**src/rtl/nes_input_ports.sv**
```systemverilog
// $4016/$4017 controller port block: two joypad shift registers plus zapper merge on port 2.
// Optional turbo auto-fire is built only when NES_INPUT_TURBO_EN is defined.

module nes_pad_port #(
  parameter int MASK_OPPOSING = 1
) (
  input  logic       clk,
  input  logic       reset,
  input  logic       strobe,
  input  logic       rd,
  input  logic [7:0] joy,
  input  logic [1:0] turbo,
  input  logic       tphase,
  output logic       d0
);
  logic [7:0] eff;
  logic [7:0] sr;

  // Opposing-direction masking first, then turbo gating of A/B.
  always_comb begin
    eff = joy;
    if (MASK_OPPOSING != 0) begin
      if (joy[4] && joy[5]) eff[5:4] = 2'b00;
      if (joy[6] && joy[7]) eff[7:6] = 2'b00;
    end
`ifdef NES_INPUT_TURBO_EN
    if (turbo[0]) eff[0] = eff[0] & tphase;
    if (turbo[1]) eff[1] = eff[1] & tphase;
`endif
  end

`ifndef NES_INPUT_TURBO_EN
  logic unused_turbo;
  assign unused_turbo = ^{turbo, tphase};
`endif

  // Load beats shift; the 1-fill makes reads past the eighth return 1.
  always_ff @(posedge clk) begin
    if (reset)       sr <= 8'hFF;
    else if (strobe) sr <= eff;
    else if (rd)     sr <= {1'b1, sr[7:1]};
  end

  // While strobe is high the register is reloaded every clock, so show live A.
  assign d0 = strobe ? eff[0] : sr[0];
endmodule

module nes_input_ports #(
  parameter int MASK_OPPOSING = 1,
  parameter int TURBO_FRAMES  = 2
) (
  input  logic       clk,
  input  logic       reset,
  input  logic       strobe,
  input  logic       rd_p1,
  input  logic       rd_p2,
  input  logic [7:0] joy1,
  input  logic [7:0] joy2,
  input  logic       zapper_en,
  input  logic       zap_light,
  input  logic       zap_trigger,
  input  logic       frame_tick,
  input  logic [1:0] turbo1,
  input  logic [1:0] turbo2,
  output logic [4:0] p1_data,
  output logic [4:0] p2_data
);
  localparam int NUM_PORTS = 2;

  logic [NUM_PORTS-1:0][7:0] joy;
  logic [NUM_PORTS-1:0][1:0] turbo;
  logic [NUM_PORTS-1:0]      rd;
  logic [NUM_PORTS-1:0]      d0;
  logic                      tphase;

  assign joy   = {joy2, joy1};
  assign turbo = {turbo2, turbo1};
  assign rd    = {rd_p2, rd_p1};

`ifdef NES_INPUT_TURBO_EN
  logic [3:0] fcnt;

  always_ff @(posedge clk) begin
    if (reset) begin
      fcnt   <= 4'd0;
      tphase <= 1'b0;
    end else if (frame_tick) begin
      if (fcnt == 4'(TURBO_FRAMES - 1)) begin
        fcnt   <= 4'd0;
        tphase <= ~tphase;
      end else begin
        fcnt <= fcnt + 4'd1;
      end
    end
  end
`else
  logic unused_tick;
  assign unused_tick = frame_tick;
  assign tphase      = 1'b0;
`endif

  for (genvar i = 0; i < NUM_PORTS; i++) begin : g_port
    nes_pad_port #(.MASK_OPPOSING(MASK_OPPOSING)) u_port (
      .clk    (clk),
      .reset  (reset),
      .strobe (strobe),
      .rd     (rd[i]),
      .joy    (joy[i]),
      .turbo  (turbo[i]),
      .tphase (tphase),
      .d0     (d0[i])
    );
  end

  assign p1_data = {4'b0000, d0[0]};
  // With the zapper plugged in there is no pad, so D0 is held low.
  assign p2_data = zapper_en ? {zap_trigger, zap_light, 3'b000} : {4'b0000, d0[1]};
endmodule

```
**config.mk**
```make
export PLATFORM = sky130hd
export DESIGN_NAME = nes_input_ports
export DESIGN_NICKNAME = d
export VERILOG_FILES = /design/src/rtl/nes_input_ports.sv
export SDC_FILE = /design/constraint.sdc
export NUM_CORES = 1
export LEC_CHECK = 0
export ABC_AREA = 1
export BUFFER_PORTS_ARGS = -buffer_cell sky130_fd_sc_hd__buf_2
export CAP_MARGIN = 0
export CORE_MARGIN = 5
export CORE_UTILIZATION = 45
export CTS_CLUSTER_DIAMETER = 120
export DETAILED_ROUTE_END_ITERATION = 16
export PLACE_DENSITY_LB_ADDON = 0.3
export SLEW_MARGIN = 0
export SYNTH_ARGS = -nofsm -noshare
export SYNTH_HDL_FRONTEND = slang
export SYNTH_SLANG_ARGS = --single-unit
```
**constraint.sdc**
```tcl
create_clock -name clk -period 0.8 [get_ports clk]
set_input_delay 0.08 -clock clk [delete_from_list [all_inputs] [get_ports clk]]
set_output_delay 0.08 -clock clk [all_outputs]
set_load 0.03 [all_outputs]
```
==> reports/summary.log <==
INFO  synthesis      syn_avg_cell_area=6.730squm
INFO  outcome        result_of_the_run=finished, violations left
INFO  placed_design  preCtsSetupSlack=-0.1268ns
INFO  floorplan      die_height=54.43microns
INFO  cells_and_area biggest_regs=g_port.u_port.sr x16
INFO  clock_network  tritoncts.num_buffers=3
INFO  clock_network  clk_latency=0.28ns
INFO  pwr            leakage_dissipation=0.0006059uW
INFO  critical_path  regToRegSetupSlack=0.12ns
INFO  critical_path  timing.critical_path.max_delay_family=flip-flops
INFO  synthesis      post_synth_main_area_contributors=sky130_fd_sc_hd__dfxtp_1 (36%), sky130_fd_sc_hd__nand2_1 (21%), sky130_fd_sc_hd__nand3_1 (9.0%)
INFO  synthesis      synth_seq_area_share=0.3606
INFO  timing         grt_setup_unrepaired=true
INFO  pwr            vdd_ir_drop_max=0.9304mV
INFO  clock_network  clkSlewWorstSetupHoldPaths=0.09ns
INFO  synthesis      synth-main-ff-cell=sky130_fd_sc_hd__dfxtp_1
INFO  clock_network  post_cts_setup_repair_buffer_count=0
INFO  floorplan      die_x=54.43microns
INFO  routing        vias_per_std_cell=4.532
INFO  global_route   global_route.overflow_total=0
INFO  routing        dr.first_iter.drc_count=18
INFO  synthesis      synth_most_common_cell=sky130_fd_sc_hd__nand2_1
INFO  critical_path  regToRegStartpoint=g_port[1].u_port.sr[0]
INFO  timing         slew_viol_final=0
INFO  cells_and_area final_util=0.5703
INFO  critical_path  start_kind=register
INFO  cells_and_area design_area=1096squm
INFO  clock_network  tritoncts=yes
INFO  critical_path  critical_path_required=0.72ns
INFO  timing         report.final.setup_viol=2
INFO  synthesis      synth.ff_latch_count=16
INFO  routing        routed_wire_length_per_instance=9.463microns
INFO  placed_design  dp.final_hpwl=1421microns
INFO  routing        top_layer_used=met4
INFO  global_route   grt_pass1_vias=755
INFO  placed_design  placed_cells_incl_taps=186
INFO  routing        routed_vias=861
INFO  critical_path  max_stage_delay=0.34ns
INFO  routing        detail_route.wirelength=1798microns
INFO  global_route   grt_first_pass_wirelength=3118microns
INFO  critical_path  r2r-end=g_port[1].u_port.sr[0]
INFO  routing        wirelength_met1=887microns
INFO  timing         timing.final.hold_violations=0
INFO  cells_and_area layout-area-overhead-vs-synth=23.38%
INFO  critical_path  reg2reg_depth=3
INFO  synthesis      number_of_flops_mapped_to_enable_cells_by_yosys=0
INFO  synthesis      synthDominantAreaCellType=sky130_fd_sc_hd__dfxtp_1
INFO  worst_hold_path hold_endpoint=g_port[0].u_port.sr[2]
INFO  floorplan      num_rows=16
INFO  cells_and_area largest_register_ffs=16
INFO  critical_path  cp.buffers_inverters=1
INFO  clock_network  htreeDepth=1
INFO  synthesis      postSynthCellCount=132
INFO  synthesis      yosys.area.top_type_share=0.3606
INFO  synthesis      synth.cells.most_frequent=sky130_fd_sc_hd__nand2_1 (49), sky130_fd_sc_hd__inv_1 (17), sky130_fd_sc_hd__dfxtp_1 (16), sky130_fd_sc_hd__nand3_1 (16), sky130_fd_sc_hd__a21oi_1 (15)
INFO  worst_hold_path type_of_the_tightest_min_delay_check=primary input to register
INFO  clock_network  clockRootBuffer=sky130_fd_sc_hd__clkbuf_4
INFO  cells_and_area layout-drive-gt1-share=0.2822
INFO  routing        first_pass_iters=4
INFO  synthesis      async_flop_share=0
INFO  worst_hold_path worst_hold_path.num_cells=3
INFO  global_route   antenna_found_initial=0
INFO  pwr            p_per_area=1666nW/um^2
INFO  critical_path  setup.worst_path.end_class=primary output
INFO  critical_path  startpoint_to_endpoint_class_of_the_critical_path=register to primary output
INFO  floorplan      floorplan.initialDensity=0.4622
INFO  synthesis      total_of_warnings_raised_by_yosys=0
INFO  floorplan      core_region_area=1922squm
INFO  cells_and_area fin_cells=190
INFO  timing         final_period_minus_worst_setup_slack=1.015ns
INFO  synthesis      post_synth_instance_area=888.4squm
INFO  placed_design  buffer_ports.inserted=27
INFO  critical_path  path_max_fanout=2
INFO  cells_and_area regMostFlops=g_port.u_port.sr
INFO  synthesis      synth_cell_types=14
INFO  placed_design  gpl.final_weighted_congestion=0.7944
INFO  timing         max_freq=985.6MHz
INFO  cells_and_area antenna_cells=0
INFO  critical_path  highest_delay_cell_along_the_critical_path=sky130_fd_sc_hd__dfxtp_2
INFO  timing         period_utilization_post_route=1.268
INFO  floorplan      floorplan.die_area=2963squm
INFO  critical_path  worstPathArrival=0.93ns
INFO  floorplan      io_pins=39
INFO  timing         fin_ws=-0.2146ns
INFO  run            maxCapViolations=0
INFO  cells_and_area finish.net_count=193
INFO  routing        post_detailed_route_count_of_antenna_violating_nets=0
INFO  timing         final.setup_skew=0.003857ns
INFO  outcome        violations=negative setup slack
INFO  placed_design  placed_standard_cell_area=1042squm
INFO  critical_path  critical_path.cell_chain=nand2_2 > a21oi_4 > buf_6
INFO  clock_network  cts-root-to-sink-buffers=2
INFO  clock_network  cts_hold_buffers=0
INFO  global_route   grt_start_max_net_pins=16
INFO  routing        detail_route.drc_violations=0
INFO  global_route   grt_use_total=0.1413
INFO  pwr            post-layout-total-power=1826uW
INFO  clock_network  cts.sink_count=16
INFO  routing        met2RoutedLength=750microns
INFO  worst_hold_path min-delay-start=joy1[2]
INFO  routing        met3_length=144microns
## worst min-delay path: stages
cell and delay, ns:
sky130_fd_sc_hd__buf_2 0.08, sky130_fd_sc_hd__a21oi_1 0.05, sky130_fd_sc_hd__nand3_1 0.07
## power breakdown
part / internal [uW] / leakage [uW] / switching [uW]
Clock: 277 / 0.0000210 / 240
Combinational: 167 / 0.000452 / 247
Sequential: 863 / 0.000133 / 31.9
## worst max path at each step
stage / slack (ns) / from / depth (start not counted) / endpoint
6_report: -0.21 / g_port[1].u_port.sr[0] / 3 / p2_data[0]
2_1_floorplan: 0.03 / strobe / 4 / p2_data[0]
3_3_place_gp: -0.08 / strobe / 6 / g_port[1].u_port.sr[4]
3_5_place_dp: -0.13 / strobe / 6 / g_port[1].u_port.sr[5]
4_1_cts: -0.23 / g_port[1].u_port.sr[0] / 3 / p2_data[0]
5_1_grt: -0.26 / g_port[1].u_port.sr[0] / 3 / p2_data[0]
## routing by layer
| metal | vias to the layer above | GRT usage |
|---|---|---|
| met5 | - | 0 |
| met3 | 2 | 0.02725 |
| met4 | 0 | 0.05809 |
| li1 | 457 | - |
| met2 | 31 | 0.2171 |
| met1 | 371 | 0.1921 |
## placed cells by master, fill, tap and decap left out, types with 3 or more instances in the layout
cell type,instances
sky130_fd_sc_hd__dfxtp_1,14
sky130_fd_sc_hd__clkbuf_4,3
sky130_fd_sc_hd__a21oi_1,14
sky130_fd_sc_hd__nand2_1,48
sky130_fd_sc_hd__inv_1,17
sky130_fd_sc_hd__buf_4,5
sky130_fd_sc_hd__nor2_4,4
sky130_fd_sc_hd__nand3_1,16
sky130_fd_sc_hd__conb_1,6
sky130_fd_sc_hd__buf_2,25
## metrics by stage
step	setup TNS, ns	hold slack, ns
after floorplan	0	0.1913
after global placement	-0.6620	0.3056
after detailed placement	-1.026	0.3149
after CTS	-0.3795	0.01605
after global routing	-0.4401	0.02450
final	-0.3398	0.02263
## kinds of logic (layout without fill, tap and decap cells)
group           Yosys count  count (layout)  share of synthesized area
simple gates             69              69                     0.3479
other cells               1               6                   0.004221
buf+inv                  29              55                     0.1915
compound gates           17              17                    0.09577
flops                    16              16                     0.3606
## layout make-up
cell class,instances,area [sq um]
multi-input cells,92,430.4
repair buffers,33,205.2
fillers,187,825.8
inverters,18,67.56
well taps,27,33.78
clock buffers,4,36.28
flip-flops and latches,16,322.8
## repair_timing
action                     in CTS  in global routing
pin swaps                       2                  1
gates resized for setup         7                  0
setup endpoints to repair       2                  2
Power figures use the tool's default switching activity.
